`src/rtl/pc_unit.sv`:
```
// Program-counter unit: sequential step, jump, call and return through a
// circular return-address stack that overwrites its oldest entry when full.
module pc_unit #(
  parameter int WIDTH     = 32,
  parameter int STEP      = 4,
  parameter int RESET_PC  = 0,
  parameter int RAS_DEPTH = 4
) (
  input  logic                           clk,
  input  logic                           rst,
  input  logic                           en,
  input  logic                           stall,
  input  logic [1:0]                     op,
  input  logic [WIDTH-1:0]               target,
  output logic [WIDTH-1:0]               pc,
  output logic [$clog2(RAS_DEPTH+1)-1:0] ras_count,
  output logic                           ras_full,
  output logic                           ras_empty,
  output logic                           err_ovf,
  output logic                           err_unf
);

  localparam int PW = $clog2(RAS_DEPTH);
  localparam int CW = $clog2(RAS_DEPTH+1);

  localparam logic [1:0] OP_SEQ  = 2'b00;
  localparam logic [1:0] OP_JUMP = 2'b01;
  localparam logic [1:0] OP_CALL = 2'b10;
  localparam logic [1:0] OP_RET  = 2'b11;

  localparam logic [WIDTH-1:0] STEP_C     = WIDTH'(STEP);
  localparam logic [WIDTH-1:0] RESET_PC_C = WIDTH'(RESET_PC);
  localparam logic [CW-1:0]    DEPTH_C    = CW'(RAS_DEPTH);

  logic [WIDTH-1:0] ras_mem [RAS_DEPTH];
  logic [PW-1:0]    wptr;
  logic [WIDTH-1:0] seq;
  logic [WIDTH-1:0] ras_top;
  logic             adv;

  assign adv       = en & ~stall;
  assign seq       = pc + STEP_C;
  assign ras_top   = ras_mem[wptr - 1'b1];
  assign ras_full  = (ras_count == DEPTH_C);
  assign ras_empty = (ras_count == '0);

  always_ff @(posedge clk or posedge rst) begin
    if (rst) begin
      pc        <= RESET_PC_C;
      wptr      <= '0;
      ras_count <= '0;
      err_ovf   <= 1'b0;
      err_unf   <= 1'b0;
    end else if (adv) begin
      case (op)
        OP_SEQ:  pc <= seq;
        OP_JUMP: pc <= target;
        OP_CALL: begin
          pc   <= target;
          wptr <= wptr + 1'b1;
          // when full the push lands on the oldest slot, so depth stays put
          if (ras_full) err_ovf   <= 1'b1;
          else          ras_count <= ras_count + 1'b1;
        end
        default: begin
          if (ras_empty) begin
            pc      <= seq;
            err_unf <= 1'b1;
          end else begin
            pc        <= ras_top;
            wptr      <= wptr - 1'b1;
            ras_count <= ras_count - 1'b1;
          end
        end
      endcase
    end
  end

  // stack contents are deliberately left out of reset
  always_ff @(posedge clk) begin
    if (adv && op == OP_CALL) ras_mem[wptr] <= seq;
  end

endmodule
```
`config.mk`:
```
export PLATFORM = sky130hd
export DESIGN_NAME = pc_unit
export DESIGN_NICKNAME = d
export VERILOG_FILES = /design/src/rtl/pc_unit.sv
export SDC_FILE = /design/constraint.sdc
export NUM_CORES = 1
export LEC_CHECK = 0
export BUFFER_PORTS_ARGS = -buffer_cell sky130_fd_sc_hd__buf_2
export CAP_MARGIN = 20
export CELL_PAD_IN_SITES_DETAIL_PLACEMENT = 0
export CELL_PAD_IN_SITES_GLOBAL_PLACEMENT = 1
export CORE_MARGIN = 5
export CORE_UTILIZATION = 49
export CTS_CLUSTER_DIAMETER = 40
export DETAILED_ROUTE_END_ITERATION = 10
export GPL_ROUTABILITY_DRIVEN = 0
export GPL_TIMING_DRIVEN = 0
export HOLD_SLACK_MARGIN = 0.15
export PLACE_DENSITY_LB_ADDON = 0.1
export SLEW_MARGIN = 20
export SYNTH_ARGS = -nofsm -noshare
export SYNTH_HDL_FRONTEND = slang
export SYNTH_SLANG_ARGS = --single-unit
```
`constraint.sdc`:
```
create_clock -name clk -period 4.27 [get_ports clk]
set_clock_uncertainty 0.15 [all_clocks]
set_input_delay 0.2135 -clock clk [delete_from_list [all_inputs] [get_ports clk]]
set_output_delay 0.2135 -clock clk [all_outputs]
set_load 0.02 [all_outputs]
```
==> results.txt, run 1 <==
----------------------------------------------------
[Route]
  DR iter-0 viols ... 412
  Number of vias per cell after detailed routing ... 5.767
  Detail-routed net length per standard cell ... 22.43 um
  Remaining antenna violation count after routing ... 0
  # DRC ... 0
  WL final ... 19.60 mm
  Via Count ... 5040
  Detailed-routing iteration count for the pre-antenna-repair pass ... 5

[Clock tree]
  TritonCTS clock tree ... built
  Clock transition at the registers of the reported paths ... 0.07 ns
  Resized cells post-CTS ... 0
  Postcts setup bufs ... 0
  Clock root buffer master ... clkbuf_16
  Number of levels the H-tree was split into ... 4
  CTS buffer count ... 17
  Maximum buffer depth of the clock tree ... 2
  Clock Latency Late Sink ... 0.44 ns
  Number of sinks handled by clock tree synthesis ... 167

[Setup path]
  Critical path start-end classification ... register to register
  Type of element capturing the critical path ... register
  Maximum fanout encountered on the critical timing path ... 19
  Critical Path Source Type ... register
  Required time of the critical path ... 4.44 ns
  Data arrival, critical path ... 4.06 ns

[Outcome]
  Result of the run ... finished clean

[Yosys]
  Share of Yosys cell area claimed by the top area cell type ... 50.29%
  Proportion of synthesized chip area in sequential cells ... 63.06%
  Asr flop ratio synth ... 23.35%
  Yosys warnings ... 0
  Number of enable flip-flop cells after synthesis ... 128
  Ranking of synthesized cells by instance count ... edfxtp_1, dfrtp_1, mux4_2
  Average size of a mapped cell ... 14.81 um^2
  Net count of the mapped netlist ... 564
  Library cell with the largest summed area after synthesis ... edfxtp_1
  Most instantiated library cell after synthesis ... edfxtp_1
  Summed instance area of the synthesized netlist ... 7642 um^2
  Number of instances in the synthesized netlist ... 516
  Most instantiated flip-flop cell in the synthesis netlist ... edfxtp_1
  Flop and latch count out of synthesis ... 167
  Number of library cell types mapped by synthesis ... 51
  Cells taking the most area after synthesis ... edfxtp_1, dfrtp_1, mux4_2, xnor2_1, a22oi_1

[Power]
  Switch share ... 33.76%
  Total leakage power ... 0.003455 uW
  Clock share of power ... 28.0%
  Internal power ... 3765 uW
  Worst ir drop on vdd ... 359.2 uV
  Sequential group share of total power ... 40.0%
  Sum of internal, switching and leakage power ... 5684 uW
  Relative contribution of combinational cells to total power ... 32.0%
  Power spent charging and discharging nets ... 1919 uW
  PD cells ... 608.0 nW/um^2

[Global route]
  Global route overflow ... 0
  Wire length of the first global-routing pass ... 30.15 mm
  Number of antenna violations at the first check in global routing ... 0
  Largest net degree at the start of global routing ... 28
  Vias in the first global route ... 5219
  Overall Global Routing Usage ... 22.28%

[Timing]
  Final critical path time including I/O delays and setup ... 3.881 ns
  Least-Margin Pin Slew ... 0.7576 ns
  Number of max-slew violations in the final report ... 0
  Setup repair after global routing missed its margin ... no
  Max-Slew Margin vs Limit ... 49.39%
  F_max ... 257.7 MHz
  Share of the clock period used by the worst path after layout ... 90.89%
  Setup violation total in the final timing report ... 0
  WHS ... 0.1520 ns
  Fin. Hold Viols ... 0
  Post-Route Setup TNS ... 0 ns

[Layout]
  Total number of nets in the final design ... 698
  Filler instances ... 1186
  Cell area after layout ... 9349 um^2
  Area grow syn2layout ... 22.33%
  Antenna diodes ... 0
  Layout cell share with drive strength beyond 1 ... 27.90%
  Fin util ... 61.27%

[Floorplan]
  Placeable Area ... 15260 um^2
  Count of standard-cell rows ... 45
  Overall die area ... 18190 um^2
  Num ports ... 77
  Die height ... 134.9 um
  Effective utilization at floorplan ... 50.09%
  Die Wd ... 134.9 um

[Hold path]
  Hold Path Class ... input pin to register

[Job]
  Max-cap check violation count ... 0

[Placed design]
  Number of port buffers ... 76
  Area of placed instances ... 8392 um^2
  Post-detail-place hpwl ... 13.12 mm

----------------------------------------------------
-- power by group through the flow --
stage	combinational (uW)	sequential, uW	clock [uW]
floorplan	1150	2380	0
global placement	1770	2290	0
detailed placement	1820	2300	0
CTS	1850	2270	1610
global route	1970	2300	1680
finish	1820	2270	1590
-- sequential cells by signal, indices dropped and copies added (netlist names) --
| register | count |
|---|---|
| wptr | 2 |
| ras_mem | 128 |
| err_ovf | 1 |
| ras_count | 3 |
| pc | 32 |
| err_unf | 1 |
-- per-layer routing --
metal | vias to the layer above | track usage, % | part of all wire (%)
li1 | 2298 | - | -
met1 | 2548 | 29.46 | 42
met2 | 167 | 37.08 | 51
met3 | 27 | 4.881 | 5.6
met4 | 0 | 6.900 | 1.6
met5 | - | 0 | 0
-- placed cells by master, fill, tap and decap left out, types with 9 or more instances in the layout --
cell           instances
mux4_2                32
nor2_1                18
xnor2_1               23
dfrtp_1               39
clkbuf_16             17
a22oi_1               19
nand2_1               20
nand3_1               11
clkbuf_1              16
o31a_1                11
buf_2                 89
edfxtp_1             128
o21ai_0               21
dlygate4sd3_1         35
ha_1                   9
inv_1                 18
a21oi_1               26
-- kinds of logic after synthesis --
| logic type | Yosys count | share of synthesized area [%] |
|---|---|---|
| flops | 167 | 63.06 |
| buf+inv | 56 | 3.258 |
| fa+ha+maj | 10 | 1.735 |
| simple gates | 95 | 7.416 |
| compound gates | 123 | 11.26 |
| xor+xnor | 31 | 3.553 |
| mux | 34 | 9.709 |
-- area by class of cell --
cell class | instances | area (um^2) | share of cell area [%]
Buffer | 35 | 170.2 | 1.820
Timing Repair Buffer | 116 | 830.8 | 8.887
Inverter | 20 | 75.07 | 0.8030
Tap cell | 211 | 264.0 | 2.824
Clock inverter | 14 | 171.4 | 1.834
Sequential cell | 167 | 4820 | 51.55
Clock buffer | 18 | 439.2 | 4.698
Multi-Input combinational cell | 293 | 2579 | 27.58
-- through the flow --
stage | instances | setup WS [ns]
floorplan | 516 | 1.169
global placement | 803 | 0.2245
detailed placement | 808 | 0.1397
CTS | 875 | 0.1198
global route | 874 | 0.1462
finish | 874 | 0.3890
-- critical path, stage by stage, from the launching register on --
cell and delay, ns:
dfrtp_1 0.38, buf_2 0.24, buf_4 0.28, buf_2 0.43, inv_1 0.16, ha_1 0.31
buf_2 0.23, buf_2 0.53, mux4_2 0.40, a221oi_2 0.32, a21oi_1 0.11, o21a_1 0.20
-- final timing paths --
check	to	cells past startpoint	start	slack, ns
max	pc[9]	11	wptr[0]	0.39
min	pc[6]	5	stall	0.15
max reg2reg	pc[9]	11	wptr[0]	0.39
min reg2reg	err_unf	1	err_unf	0.33
max in group asynchronous	pc[19]	5	rst	2.79
min in group asynchronous	pc[1]	4	rst	0.69
-- timing repair --
action,in CTS,in global routing
endpoints found under the hold margin,72,0
hold buffers,35,0
setup endpoints to repair,0,3
(Power assumes the default switching activity.)
==> run 2: changes to the inputs <==
==> constraint.sdc (replaced) <==
create_clock -name clk -period 4.1 [get_ports clk]
set_clock_uncertainty 0.15 [all_clocks]
set_input_delay 0.205 -clock clk [delete_from_list [all_inputs] [get_ports clk]]
set_output_delay 0.205 -clock clk [all_outputs]
set_load 0.02 [all_outputs]
==> run 2 against run 1 <==
Clock-buffer cell count is the same. Via count about the same. Die area unchanged. Cell count is 0.11% higher. Combinational power rose by 4%. Maximum frequency is 1.7% higher. Critical path depth unchanged. Wire length up 0.28%. Clock power is 4% higher. Critical endpoint is now pc[17]. Largest power group unchanged.
==> results.txt, run 2 (synthesized netlist as in run 1, its figures left out) <==
----------------------------------------------------
[Placed design]
  Number of port buffers ... 76 (unchanged)
  Post-detail-place hpwl ... 13.12 mm (unchanged)
  Worst setup timing slack at the placement stage ... -0.03033 ns (-0.1700 ns)
  Area of placed instances ... 8392 um^2 (unchanged)
  Placed Cells ... 808 (unchanged)

[Clock tree]
  Clock root buffer master ... clkbuf_16
  Clock transition at the registers of the reported paths ... 0.07 ns (about the same)
  Maximum buffer depth of the clock tree ... 2 (unchanged)
  Number of levels the H-tree was split into ... 4 (unchanged)
  Number of sinks handled by clock tree synthesis ... 167 (unchanged)
  Clock Latency Late Sink ... 0.43 ns (about the same)
  CTS buffer count ... 17 (unchanged)
  Postcts setup bufs ... 0 (unchanged)
  TritonCTS clock tree ... built

[Global route]
  Global route overflow ... 0 (unchanged)
  Vias in the first global route ... 5212 (-0.13%)
  Overall Global Routing Usage ... 22.25% (-0.024 points)
  Largest net degree at the start of global routing ... 28 (unchanged)
  Number of antenna violations at the first check in global routing ... 0 (unchanged)
  Wire length of the first global-routing pass ... 30.13 mm (about the same)

[Timing]
  Final critical path time including I/O delays and setup ... 3.817 ns (-0.06374 ns)
  Setup repair after global routing missed its margin ... no
  Least-Margin Pin Slew ... 0.7700 ns (+0.01240 ns)
  Setup violation total in the final timing report ... 0 (unchanged)
  Minimum setup slack in the final design ... 0.2827 ns (-0.1063 ns)
  Post-Route Setup TNS ... 0 ns (unchanged)
  Max-Slew Margin vs Limit ... 48.56% (-0.83 points)
  Number of max-slew violations in the final report ... 0 (unchanged)
  Fin. Hold Viols ... 0 (unchanged)
  Share of the clock period used by the worst path after layout ... 93.10% (+2.2 points)
  F_max ... 262.0 MHz (+1.7%)

[Setup path]
  Critical path start-end classification ... register to register
  Data arrival, critical path ... 3.99 ns (-0.07 ns)
  Maximum fanout encountered on the critical timing path ... 10 (-9)
  Required time of the critical path ... 4.27 ns (-0.17 ns)
  Type of element capturing the critical path ... register
  Critical Path Source Type ... register

[Layout]
  Antenna diodes ... 0 (unchanged)
  Leading cell type in the layout, fill and taps excluded ... edfxtp_1
  Area grow syn2layout ... 22.50%
  Layout cell share with drive strength beyond 1 ... 27.86% (-0.042 points)
  Cell area after layout ... 9361 um^2 (+0.13%)
  Leading registers by flop count ... ras_mem (128), pc (32), ras_count (3)
  Leading cell types in the layout, fill and taps excluded ... edfxtp_1, buf_2, dfrtp_1
  Total number of nets in the final design ... 699 (+0.14%)
  Filler instances ... 1184 (-0.17%)
  Number of cells in the finished layout apart from fillers ... 875 (+0.11%)
  Max reg flops ... 128 (unchanged)
  Reg with most FFs ... ras_mem

[Power]
  Worst ir drop on vdd ... 373.6 uV (+4.0%)
  PD cells ... 633.5 nW/um^2 (+4.2%)
  Sum of internal, switching and leakage power ... 5931 uW (+4.3%)
  Total leakage power ... 0.003460 uW (+0.14%)

[Route]
  Remaining antenna violation count after routing ... 0 (unchanged)
  Via Count ... 5037 (-0.060%)
  Detail-routed net length per standard cell ... 22.46 um (+0.16%)
  Number of vias per cell after detailed routing ... 5.757 (-0.17%)
  # DRC ... 0 (unchanged)
  WL final ... 19.65 mm (+0.28%)
  DR iter-0 viols ... 424 (+2.9%)
  Detailed-routing iteration count for the pre-antenna-repair pass ... 5 (unchanged)

[Floorplan]
  Placeable Area ... 15260 um^2 (unchanged)
  Overall die area ... 18190 um^2 (unchanged)
  Die Wd ... 134.9 um (unchanged)
  Effective utilization at floorplan ... 50.09% (unchanged)
  Count of standard-cell rows ... 45 (unchanged)
  Num ports ... 77 (unchanged)
  Die height ... 134.9 um (unchanged)

[Job]
  Max-cap check violation count ... 0 (unchanged)

[Hold path]
  Hold Path Class ... input pin to register

[Outcome]
  Result of the run ... finished clean

----------------------------------------------------
run 2: cell types whose count changed in the layout (fill, tap and decap cells not counted), sizes merged:
cell,delta
buf,-1
clkbuf,+1
dlygate4sd3,+1
run 2: final cells by class:
cell class / instances / area, um^2 / share of cell area (%)
clock buffer: 18 / 439.2 / 4.691
buffer: 35 / 172.7 / 1.844
clock inverter: 14 / 171.4 / 1.831
timing repair buffer: 117 / 840.8 / 8.982
inverter: 20 / 75.07 / 0.8019
tap: 211 / 264.0 / 2.820
multi-input combinational: 293 / 2579 / 27.55
sequential: 167 / 4820 / 51.48
run 2: per-layer routing:
layer / up-vias / part of all wire, % / global-route usage [%]
li1: 2301 / - / -
met1: 2542 / 43 / 29.31
met2: 169 / 50 / 37.16
met3: 25 / 4.9 / 4.881
met4: 0 / 1.6 / 6.900
met5: - / 0 / 0
run 2: path summary, 6_finish.rpt:
check | to | slack, ns | depth (start not counted) | startpoint
max | pc[17] | 0.28 | 11 | wptr[0]
min | err_unf | 0.21 | 3 | op[1]
min reg2reg | err_unf | 0.33 | 1 | err_unf
max reg2reg | pc[17] | 0.28 | 11 | wptr[0]
max in group asynchronous | pc[16] | 2.63 | 5 | rst
min in group asynchronous | pc[1] | 0.68 | 4 | rst
run 2: critical path, stage by stage, from the launching register on:
cell      delay, ns
dfrtp_1        0.38
buf_2          0.24
buf_4          0.28
buf_2          0.43
inv_1          0.16
ha_1           0.31
buf_2          0.23
clkbuf_1       0.61
mux4_2         0.41
a22oi_1        0.17
o21ai_0        0.13
a22o_1         0.19
run 2: timing repair:
| item | in CTS | in global routing |
|---|---|---|
| resized for setup | 0 | 1 |
| hold endpoints to repair | 72 | 0 |
| hold buffers | 36 | 0 |
| setup endpoints to repair | 4 | 1 |
| pin swaps | 0 | 0 |
run 2: through the flow:
step	utilization [%]	hold slack, ns
detailed placement	55.00	0.03643
finish	61.35	0.2082
global placement	54.31	0.3050
CTS	61.34	0.1965
floorplan	-	0.2035
global route	61.35	0.2434
run 2: power breakdown:
group | leakage [uW] | internal, uW | switching, uW | total [uW]
Combinational | 0.00153 | 817 | 1090 | 1900
Clock | 0.000296 | 980 | 682 | 1660
Sequential | 0.00163 | 2130 | 238 | 2370
Total | 0.00346 | 3930 | 2010 | 5930
